--- config.mk ---
export PLATFORM = sky130hd
export DESIGN_NAME = led_pwm_module
export DESIGN_NICKNAME = d
export VERILOG_FILES = /design/src/rtl/led_pwm_module.sv
export SDC_FILE = /design/constraint.sdc
export NUM_CORES = 1
export LEC_CHECK = 0
export ABC_AREA = 1
export CORE_MARGIN = 1.5
export CORE_UTILIZATION = 50
export CTS_CLUSTER_DIAMETER = 50
export CTS_CLUSTER_SIZE = 14
export DETAILED_ROUTE_END_ITERATION = 16
export PLACE_DENSITY = 0.78
export SETUP_SLACK_MARGIN = 0.5
export SYNTH_ARGS = -nofsm -noshare
export SYNTH_HDL_FRONTEND = slang
export SYNTH_SLANG_ARGS = --single-unit
--- constraint.sdc ---
create_clock -name clk -period 2.63 [get_ports clk]
set_input_delay 0.6575 -clock clk [delete_from_list [all_inputs] [get_ports clk]]
set_output_delay 0.6575 -clock clk [all_outputs]
set_load 0.05 [all_outputs]
--- src/rtl/led_pwm_module.sv ---
// rtl/led_pwm_module.sv - register-bus LED controller with per-channel on/off, PWM dimming and blink
module led_pwm_module #(
    parameter int          NUM_LEDS = 3,
    parameter logic [14:0] BASE     = 15'h0100,
    parameter int          PRESCALE = 196
) (
    input  logic                clk,
    input  logic                reset,
    input  logic [30:0]         addr_bus,
    input  logic [31:0]         data_bus_wr,
    output logic [31:0]         data_bus_rd,
    input  logic                wr_strobe,
    input  logic                rd_strobe,
    output logic [NUM_LEDS-1:0] leds
);

    localparam logic [1:0]  MODE_OFF   = 2'd0;
    localparam logic [1:0]  MODE_ON    = 2'd1;
    localparam logic [1:0]  MODE_PWM   = 2'd2;
    localparam logic [1:0]  MODE_BLINK = 2'd3;
    localparam logic [15:0] PRESC_MAX  = 16'(PRESCALE - 1);

    logic [NUM_LEDS-1:0][1:0]  mode_q, mode_d;
    logic [NUM_LEDS-1:0][7:0]  duty_q, duty_d;
    logic [NUM_LEDS-1:0][15:0] hp_q, hp_d;
    logic [NUM_LEDS-1:0][15:0] fc_q, fc_d;
    logic [NUM_LEDS-1:0]       phase_q, phase_d;
    logic [NUM_LEDS-1:0]       led_q, led_d;
    logic [15:0]               presc_q, presc_d;
    logic [7:0]                pwm_q, pwm_d;
    logic [31:0]               rd_data_q, rd_data_d;

    logic                      sel, wr_en, rd_en, tick, frame_end;
    logic [7:0]                idx;
    logic [NUM_LEDS-1:0]       cfg_wr;
    logic [NUM_LEDS-1:0][15:0] hp_eff;
    logic [31:0]               rd_val;
    logic                      unused_bits;

    assign unused_bits = ^{addr_bus[15:8], data_bus_wr[7:2]};

    always_comb begin
        sel       = (addr_bus[30:16] == BASE);
        idx       = addr_bus[7:0];
        wr_en     = sel && wr_strobe;
        rd_en     = sel && rd_strobe;

        tick      = (presc_q == PRESC_MAX);
        presc_d   = tick ? 16'd0 : presc_q + 16'd1;
        pwm_d     = tick ? pwm_q + 8'd1 : pwm_q;
        frame_end = tick && (pwm_q == 8'hFF);

        mode_d  = mode_q;
        duty_d  = duty_q;
        hp_d    = hp_q;
        fc_d    = fc_q;
        phase_d = phase_q;
        led_d   = '0;
        cfg_wr  = '0;
        hp_eff  = '0;
        rd_val  = 32'd0;

        for (int i = 0; i < NUM_LEDS; i++) begin
            case (mode_q[i])
                MODE_OFF:   led_d[i] = 1'b0;
                MODE_ON:    led_d[i] = 1'b1;
                MODE_PWM:   led_d[i] = (pwm_q < duty_q[i]);
                default:    led_d[i] = phase_q[i] && (pwm_q < duty_q[i]);
            endcase

            if (wr_en && idx == 8'd0) begin
                mode_d[i] = data_bus_wr[i] ? MODE_ON : MODE_OFF;
                cfg_wr[i] = 1'b1;
            end
            if (wr_en && idx == 8'(i + 1)) begin
                mode_d[i] = data_bus_wr[1:0];
                duty_d[i] = data_bus_wr[15:8];
                hp_d[i]   = data_bus_wr[31:16];
                cfg_wr[i] = 1'b1;
            end

            // A config write restarts the blink in its lit phase, even on a frame boundary
            hp_eff[i] = (hp_q[i] == 16'd0) ? 16'd1 : hp_q[i];
            if (cfg_wr[i]) begin
                fc_d[i]    = 16'd0;
                phase_d[i] = 1'b1;
            end else if (mode_q[i] == MODE_BLINK && frame_end) begin
                if ({1'b0, fc_q[i]} + 17'd1 >= {1'b0, hp_eff[i]}) begin
                    fc_d[i]    = 16'd0;
                    phase_d[i] = ~phase_q[i];
                end else begin
                    fc_d[i] = fc_q[i] + 16'd1;
                end
            end

            if (idx == 8'(i + 1)) begin
                rd_val = {hp_q[i], duty_q[i], 6'd0, mode_q[i]};
            end
        end

        if (idx == 8'd0) begin
            rd_val[NUM_LEDS-1:0] = led_q;
        end
        rd_data_d = rd_en ? rd_val : 32'd0;
    end

    always_ff @(posedge clk) begin
        if (reset) begin
            mode_q    <= '0;
            duty_q    <= '0;
            hp_q      <= '0;
            fc_q      <= '0;
            phase_q   <= '1;
            led_q     <= '0;
            presc_q   <= 16'd0;
            pwm_q     <= 8'd0;
            rd_data_q <= 32'd0;
        end else begin
            mode_q    <= mode_d;
            duty_q    <= duty_d;
            hp_q      <= hp_d;
            fc_q      <= fc_d;
            phase_q   <= phase_d;
            led_q     <= led_d;
            presc_q   <= presc_d;
            pwm_q     <= pwm_d;
            rd_data_q <= rd_data_d;
        end
    end

    assign leds        = ~led_q;
    assign data_bus_rd = rd_data_q;

endmodule

==> results.toml, run 1 <==
[outcome]
status = "complete, but fails checks"
failed_checks = "setup timing"

[global_routing]
grt_pass1_vias = 9749
antenna_found_initial = 0
grt-ovfl-total = 0
grt_max_degree = 49
grt_usage_pct = 26.9
grt_first_pass_wirelength_um = 47000

[clocking]
cts_tree = "built"
cts_buffers = 17
htreeDepth = 4
cts_sinks = 183
root_buffer = "clkbuf_16"
worstSkewPairLatency_ns = 0.44
clk_path_buf_depth = 2
path_clk_slew_ns = 0.07

[timing]
finalMaxSlewViolations = 0
max_freq_mhz = 380
clock_skew_ns = 0.0132
period_needed_ns = 2.63
layout_setup_ws_ns = -0.00271
rsz0062_at_grt = "true"
finalHoldViolCount = 0
whs_ns = 0.453
setup-violations-final = 1
post-route-period-util_pct = 100
tns_ns = -0.00271

[min_path]
hold_end = "presc_q[0]"
worstHoldPathCells = 1
hold_path.class = "flip-flop to flip-flop"
min_from = "presc_q[0]"

[synth]
ys_ff_latch = 183
synth_top_cell_by_area = "dfxtp_1"
synth_edf_count = 0
yosysUniqueCellTypes = 42
ys_seq_area_share_pct = 35.4
synth_top_area_share_pct = 35.4
async_flop_share_pct = 0
yosys-top-cells-area = "dfxtp_1 (35%), ha_1 (8.9%), a21oi_1 (8.2%)"
netlist_top_cells_count = "nand2_1 (216), inv_1 (193), dfxtp_1 (183), a21oi_1 (170), o21ai_0 (116)"
yosys_warnings = 0
yosysMostFrequentCell = "nand2_1"
synthesis.area_sq_um = 10400
syn_area_per_cell_sq_um = 7.32
syn_inst = 1416
synth-main-ff-cell = "dfxtp_1"

[routing]
drc = 0
drt-initial-drc-count = 1058
via_per_inst = 5.86
wl_per_cell_um = 17.1
ant_nets = 0
wl_um = 31100
vias = 10636
first_pass_iters = 6

[floorplanning]
die_area_sq_um = 21600
rows = 52
core_area_sq_um = 20300
die-width_um = 147
start_util_pct = 51.0
die_h_um = 147
io_pins = 102

[power_and_ir_drop]
leakage_nw = 5.39
peakVddDrop_uv = 410
power.internal_mw = 4.24
p_per_area_nw_per_um2 = 422
switching_share_pct = 23.4
switchingPower_mw = 1.30
p_comb_share_pct = 4.2
clock_power_share_pct = 45.9
seq_power_share_pct = 49.9

[worst_setup_path]
arrival_ns = 2.99
critPathRequiredTime_ns = 2.99
r2r_cells = 14
startpoint_type = "flip-flop"
cp.buffers_inverters = 2
end_kind = "flip-flop"
crit_fanout = 6
critical_path.cell_chain = "clkinvlp_4 > nor3_4 > nand2_2 > or2_2 > nand2_2 > ha_4 > nand4_1 > nor2_1 > nand2_1 > nand3_2 > nor2_4 > buf_6 > nand4_1 > a21oi_2"
critPathLaunch = "fc_q[35]"
worstReg2RegStart = "fc_q[35]"
r2r_slack_ns = -0.003
path_delay_family = "simple AND/OR/NAND/NOR gates"
reg2reg_to = "fc_q[33]"
worstSetupPathType = "flip-flop to flip-flop"
slowest_stage = "dfxtp_4"
slowest_delay_ns = 0.37

[finish]
fin_nets = 1674
num_antenna_cells = 0
area_growth_pct = 26.4
drive_above_1_share_pct = 18.0
n_fill_cell = 1695

[job]
cap_violations = 0

[place]
io_buffers = 83
gp_congestion = 0.905
hpwlAfterDp_um = 20600
==> sequential cells by signal, summed over array words and instances, names as in the netlist <==
signal       cells
duty_q          24
led_q            3
presc_q         16
fc_q            48
hp_q            48
data_bus_rd     27
phase_q          3
mode_q           6
pwm_q            8
==> timing repair <==
action                                  4_1_cts  5_1_grt
endpoints found under the setup margin       81       94
hold buffers                                  0        0
buffers inserted                             19       10
pin swaps                                    28       34
resized for setup                           100       72
cloned                                        1        2
==> worst reg2reg max path, cell delays in order, from the launching register on <==
cell        delay [ns]
dfxtp_4           0.37
clkinvlp_4        0.17
nor3_4            0.19
nand2_2           0.10
or2_2             0.33
nand2_2           0.14
ha_4              0.22
nand4_1           0.06
nor2_1            0.06
nand2_1           0.08
nand3_2           0.09
nor2_4            0.22
buf_6             0.16
nand4_1           0.15
a21oi_2           0.20
==> layout make-up <==
type / instances / area, sq um / share of cell area [%]
well taps: 270 / 338 / 2.58
repair buffers: 151 / 1480 / 11.3
multi-input cells: 976 / 6210 / 47.4
flip-flops and latches: 183 / 3720 / 28.4
clock inverters: 12 / 115 / 0.879
inverters: 204 / 778 / 5.94
clock buffers: 20 / 457 / 3.49
==> how the worst max path moves through the flow <==
stage | cells past startpoint | slack, ns | endpoint
6_report | 14 | -0.003 | fc_q[33]
5_1_grt | 15 | -0.12 | fc_q[0]
4_1_cts | 16 | 0.14 | phase_q[1]
3_5_place_dp | 15 | 0.06 | fc_q[5]
3_3_place_gp | 15 | 0.12 | fc_q[5]
2_1_floorplan | 18 | 0.32 | fc_q[13]
==> cells by family (layout without fill, tap and decap cells) <==
| group | count (synthesis) | after routing | share of synthesized area, % |
|---|---|---|---|
| AND/OR/NAND/NOR | 527 | 527 | 24.3 |
| AO/OA/AOI/OAI | 331 | 331 | 17.3 |
| buffers and inverters | 261 | 387 | 10.8 |
| flip-flops | 183 | 183 | 35.4 |
| adder cells (fa/ha/maj) | 74 | 74 | 8.94 |
| XOR/XNOR | 39 | 39 | 3.30 |
| other | 1 | 5 | 0.0362 |
==> routing by layer <==
metal  routed length [um]  vias to the layer above  track usage [%]
li1                     -                     5000                -
met3                 2700                      120             4.32
met2                15100                      592             46.3
met1                12100                     4924             33.7
met4                 1210                        0             10.5
met5                    0                        -                0
==> stage by stage <==
step / setup slack [ns] / instance area, sq um / instances / util [%] / power, mW
5_1_grt: -0.119 / 13100 / 1816 / 64.5 / 5.68
3_5_place_dp: 0.0602 / 11700 / 1752 / 57.7 / 3.06
6_report: -0.00271 / 13100 / 1816 / 64.5 / 5.53
3_3_place_gp: 0.123 / 11700 / 1752 / 57.7 / 3.06
2_1_floorplan: 0.316 / 10500 / 1420 / - / 2.94
4_1_cts: 0.143 / 12700 / 1804 / 62.3 / 5.56
==> power groups by stage <==
| stage | Sequential [mW] | Clock (mW) | Combinational, mW |
|---|---|---|---|
| after detailed placement | 2.84 | 0 | 0.222 |
| final | 2.76 | 2.54 | 0.231 |
| after CTS | 2.77 | 2.57 | 0.223 |
| after global placement | 2.84 | 0 | 0.219 |
| after global routing | 2.76 | 2.67 | 0.247 |
| after floorplan | 2.84 | 0 | 0.104 |
==> placed cells by master (no fill, tap or decap), drive strengths merged, types with 5 or more instances in the layout <==
cell and count:
a221oi 23, dfxtp 183, clkdlybuf4s50 53, dlygate4sd2 30, nand4 79, a21oi 170
nand3b 5, inv 208, clkinv 5, xor2 27, nor3 21, nand3 52
conb 5, clkbuf 22, nor4 12, or2 7, ha 74, o21ai 124
nor2 121, nand2 228, buf 66, xnor2 12
(Power assumes the default switching activity.)
==> inputs of run 2 (changes only) <==
CAP_MARGIN = 20   (was not set)
SLEW_MARGIN = 5   (was not set)
==> results of run 2 <==
Final layout, timing and power as in run 1 (identical DEF).
